==> src/rtl/i2c_line_filter.sv <==
// Receive-side SCL/SDA conditioner: 2-flop synchronisers, glitch filters and START/STOP/edge strobes.
// Optional bus_busy tracking is compiled in when I2C_LINE_FILTER_BUSY_EN is defined.
module i2c_line_filter #(
  parameter int FILTER_LEN = 4,
  parameter int CNT_W      = 3
) (
  input  logic clk,
  input  logic reset,
  input  logic scl_in,
  input  logic sda_in,
  output logic scl,
  output logic sda,
  output logic scl_rise,
  output logic scl_fall,
  output logic start,
  output logic stop,
  output logic bus_busy
);

  localparam logic [CNT_W-1:0] CNT_LAST = CNT_W'(FILTER_LEN - 1);
  localparam int SCL_I = 1;
  localparam int SDA_I = 0;

  // Both lines are processed side by side: bit 1 is SCL, bit 0 is SDA.
  logic [1:0]       s1;
  logic [1:0]       s2;
  logic [1:0]       filt;
  logic [1:0]       filt_next;
  logic [CNT_W-1:0] cnt      [2];
  logic [CNT_W-1:0] cnt_next [2];

  logic rise_next;
  logic fall_next;
  logic start_next;
  logic stop_next;

  always_ff @(posedge clk or posedge reset) begin
    if (reset) begin
      s1 <= 2'b11;
      s2 <= 2'b11;
    end else begin
      s1 <= {scl_in, sda_in};
      s2 <= s1;
    end
  end

  // A differing level must persist for FILTER_LEN evaluations; any return clears the count.
  always_comb begin
    filt_next = filt;
    for (int i = 0; i < 2; i++) begin
      cnt_next[i] = '0;
      if (s2[i] != filt[i]) begin
        if (cnt[i] == CNT_LAST) begin
          filt_next[i] = s2[i];
        end else begin
          cnt_next[i] = cnt[i] + CNT_W'(1);
        end
      end
    end
  end

  // START/STOP need SCL high both before and after the edge, so a simultaneous SCL change blocks them.
  always_comb begin
    rise_next  = filt_next[SCL_I] & ~filt[SCL_I];
    fall_next  = ~filt_next[SCL_I] & filt[SCL_I];
    start_next = filt[SCL_I] & filt_next[SCL_I] & filt[SDA_I] & ~filt_next[SDA_I];
    stop_next  = filt[SCL_I] & filt_next[SCL_I] & ~filt[SDA_I] & filt_next[SDA_I];
  end

  always_ff @(posedge clk or posedge reset) begin
    if (reset) begin
      filt     <= 2'b11;
      cnt[0]   <= '0;
      cnt[1]   <= '0;
      scl_rise <= 1'b0;
      scl_fall <= 1'b0;
      start    <= 1'b0;
      stop     <= 1'b0;
    end else begin
      filt     <= filt_next;
      cnt[0]   <= cnt_next[0];
      cnt[1]   <= cnt_next[1];
      scl_rise <= rise_next;
      scl_fall <= fall_next;
      start    <= start_next;
      stop     <= stop_next;
    end
  end

  assign scl = filt[SCL_I];
  assign sda = filt[SDA_I];

`ifdef I2C_LINE_FILTER_BUSY_EN
  logic busy_q;

  always_ff @(posedge clk or posedge reset) begin
    if (reset) begin
      busy_q <= 1'b0;
    end else if (start_next) begin
      busy_q <= 1'b1;
    end else if (stop_next) begin
      busy_q <= 1'b0;
    end
  end

  assign bus_busy = busy_q;
`else
  assign bus_busy = 1'b0;
`endif

endmodule

==> config.mk <==
export PLATFORM = sky130hd
export DESIGN_NAME = i2c_line_filter
export DESIGN_NICKNAME = d
export VERILOG_FILES = /design/src/rtl/i2c_line_filter.sv
export SDC_FILE = /design/constraint.sdc
export NUM_CORES = 1
export LEC_CHECK = 0
export CAP_MARGIN = 20
export CORE_MARGIN = 1
export CORE_UTILIZATION = 43
export DETAILED_ROUTE_END_ITERATION = 8
export HOLD_SLACK_MARGIN = 0.05
export PLACE_DENSITY = 0.69
export SYNTH_ARGS = -nofsm -noshare
export SYNTH_HDL_FRONTEND = slang
export SYNTH_SLANG_ARGS = --single-unit
==> constraint.sdc <==
create_clock -name clk -period 1.05 [get_ports clk]
set_input_delay 0.2625 -clock clk [delete_from_list [all_inputs] [get_ports clk]]
set_output_delay 0.2625 -clock clk [all_outputs]
set_load 0.05 [all_outputs]
# Word-level counts from Yosys, hierarchy flattened
# Cells that the tools add are included.
[totals]
in_bits = 4
output_inout_bits = 7
regBits = 16
[op_classes]
n_addsub = 2
eq_ne = 4
bitwise = 11
n_mux = 8
[ops]
columns = ["cell", "count"]
rows = [
  ["3-bit 2-to-1 mux", 4],
  ["1-bit bitwise AND", 7],
  ["3-bit by 1-bit adder with 3-bit output, second input constant", 2],
  ["3-bit by 2-bit equality test with 1-bit output, second input constant", 2],
  ["1-bit 2-to-1 mux", 4],
  ["1-bit inverter", 4],
  ["1-bit inequality test", 2],
]

# Logic depth before layout (Yosys ltp)
[logic_depth]
word_depth = 6
depth_mapped = 3
depth_no_buf = 3

# Worst setup path before layout
# Ideal clock, no wire load.
[synth_timing]
kind = "register -> register"
start = "register filt[1]"
end = "register stop"
setup_slack_ns = -0.110
setup_time_ns = 0.105
t_arrival_ns = 1.054
stages_incl_launch_ff = 3
required_ns = 0.945
synth_period_minus_slack_ns = 1.160
path_cell_list = "dfstp_2 nand3b_1 nor4b_1"
[synth_between]
elab_chain_cells = 5
elab_cells_between_ends = 6
cone_classes = "eq/ne (1); mux (2); bitwise (3)"
[synth_lines]
columns = ["item", "line_no", "rtl"]
rows = [
  ["from (decl)", "27", "logic [1:0] filt;"],
  ["from (signal assigned)", "80", "filt <= filt_next;"],
  ["1-bit 2-to-1 mux or 1-bit inequality test (tied branches)", "53, 52", ""],
  ["1-bit 2-to-1 mux", "52", "if (s2[i] != filt[i]) begin"],
  ["1-bit bitwise AND (*) (3 in a row)", "67", "stop_next = filt[SCL_I] & filt_next[SCL_I] & ~filt[SDA_I] & filt_next[SDA_I];"],
  ["via stop_next", "35", "logic stop_next;"],
  ["to (signal assigned)", "86", "stop <= stop_next;"],
  ["to (decl)", "16", "output logic stop,"],
]
# The timed path passes the listed nets; every way through them passes the cells marked *.

# Worst setup path in the final report
[layout_timing]
start = "register filt[1]"
end = "output scl"
[layout_lines]
columns = ["item", "line_no", "rtl"]
rows = [
  ["to (decl)", "11", "output logic scl,"],
]
# No word-level cell between the ends.

==> run metrics <==
Cell Area, Synth 608 um2; VDD IR-drop max 0.00136 V; CP Launch Type flip-flop; worst path buffer plus inverter count 1; Synth Area in Adders 4.12%; largest net degree at the start of global routing 17; CTS max path bufs 2; Area growth, synth to finish 70.2%; CTS tree built; Unique masters post-synth 16; Req. time, crit path 0.79 ns; met1 wire length 531 um; vias in the first global route 393; first-pass GRT wire length 1860 um; Antenna Cells 0; simple-gate share of the synthesized area 19.8%; crit-path cells buf_12; Vias/cell 5.05; CP max FO 2; xor/xnor share of the synthesized area 2.88%; biggest area consumer among synthesized cells dfrtp_1; layout cells sized above 1 73.4%; Filler Cells Inserted 73; cts bufs inserted 3; max_cap viols 0; Via Count 399; critical path's slowest cell dfstp_4; status finished, violations left; final critical-path required period 1.32 ns; Setup crit end kind output pin; Synth top area share 41.2%; max layer used met3; initial DRC count 5; Met3 Routed Length 30 um; WP data arrival 1.06 ns; initial antenna violation count 0; r2r setup slk -0.21 ns; Post-Synthesis Net Count 45; die area 1570 um2; worst setup margin -0.269 ns; mux cell area share after synthesis 3.70%; Hold Vio Cnt, Final 0; Chip Height 39.6 um; met2 routed WL 752 um; Buffers on Ports 9; residual antenna-violating net count after detailed routing 0; initial cell density of the core 46.7%; Root Driver clkbuf_4; Syn Area/Cell 15.6 um2; fin util 79.5%; Slew @ Worst Pin 0.500 ns; clock-pin slew on the worst setup and hold paths 0.09 ns; routability cong. 0.734; period utilisation layout 126%; Ys Warns 0; Nets 71; Hold WS 0.269 ns; DR pass1 iterations 4; Leakage 0.460 nW; PwrDens 2500 nW/um2; Slew Limit Headroom 66.6%; Clock Skew 0.00769 ns; Routed WL per cell 16.6 um; complex-gate fraction of the synthesized area 0%; Seq/Total Area, Yosys 67.1%; Syn Inst Count 39; Hold Path Class input port to asynchronous set/reset pin; Top Ports 11; endpoints failing setup 17; critical path's largest stage delay 0.65 ns; Worst-Skew Late Latency 0.28 ns; Row Count 13; DR DRC count 0; Top delay family on crit path flip-flops; core area 1300 um2; Fin Setup TNS -1.87 ns; Routed WL 1320 um; register bit total from synthesis 16; synth top area cells dfrtp_1, dfstp_2, nor3b_1; TritonCTS Sinks 16; critical path type flip-flop to output pin; die width 39.6 um; H-tree levels 1; unrepaired setup endpoints after global routing true; largest family of logic cells by synthesized area simple AND/OR/NAND/NOR gates; Total GRT Usage 19.2%; failing checks setup timing; fmax 758 MHz; grt ovf 0; Final Slew Violations 0
stage by stage:
step	setup slack, ns	instance area (um2)	power [mW]	std cells
final	-0.269	1030	2.59	79
after floorplan	-0.0884	644	1.37	39
after CTS	-0.277	957	2.37	73
after global placement	-0.0451	821	1.64	64
after global routing	-0.300	1030	2.72	79
after detailed placement	-0.0978	821	1.71	64
layer usage:
metal / global-route usage (%) / vias up
met5: 0 / -
met4: 7.76 / 0
met3: 3.41 / 0
met2: 31.1 / 13
met1: 24.9 / 201
li1: - / 185
cell families (layout without fill, tap and decap cells):
group	after synthesis	in the layout
xor gates and xnor gates	2	2
buffers and inverters	2	27
DFF	16	16
adders and majority gates	2	2
other	1	1
and+or+nand+nor	14	14
muxes	2	2
cell usage in the layout (no fill, tap or decap), drive strengths merged:
cell / n
clkbuf: 4
nor3: 2
nand3b: 1
dfstp: 6
clkdlybuf4s50: 3
inv: 1
buf: 19
mux2: 2
ha: 2
and3b: 2
conb: 1
nor3b: 5
nor2b: 2
xnor2: 2
dfrtp: 10
nor4b: 2
state kept, by name, indices dropped and copies added (netlist names):
signal    cells
scl_fall      1
filt          2
cnt           6
scl_rise      1
start         1
s1            2
stop          1
s2            2
power by group:
part / total (mW) / internal, mW / switching (mW)
combinational: 1.28 / 0.738 / 0.541
clock: 0.387 / 0.211 / 0.176
sequential: 0.919 / 0.794 / 0.126
synth_stat cells:
library cell,count
nor2b_2,1
xnor2_1,2
dfstp_2,6
nor3b_2,1
and3b_2,2
nor3_1,2
nor2b_4,1
ha_1,2
buf_4,1
nand3b_1,1
inv_1,1
dfrtp_1,10
conb_1,1
mux2_2,2
nor3b_1,4
nor4b_1,2
layout make-up:
| type | count | area [um2] | area share, % |
|---|---|---|---|
| Sequential cell | 16 | 415 | 40.1 |
| Multi-Input combinational cell | 21 | 302 | 29.1 |
| Timing Repair Buffer | 22 | 259 | 25.0 |
| Clock buffer | 4 | 36.3 | 3.51 |
| Tap cell | 15 | 18.8 | 1.81 |
| Inverter | 1 | 3.75 | 0.363 |
worst paths after layout:
path / to / from / cells past startpoint
setup / recovery: scl / filt[1] / 1
hold / removal: cnt[5] / reset / 3
min in group clk: s2[1] / s1[1] / 0
max in group asynchronous: s1[1] / reset / 3
setup reg to reg: start / filt[1] / 3
hold reg to reg: s2[1] / s1[1] / 0
timing repair:
action / CTS / global route
pin swaps: 3 / 5
resized for setup: 10 / 5
hold buffers: 0 / 0
setup buffers: 5 / 6
setup endpoints to repair: 14 / 18
Note: power is estimated with default switching activity, not from simulation.
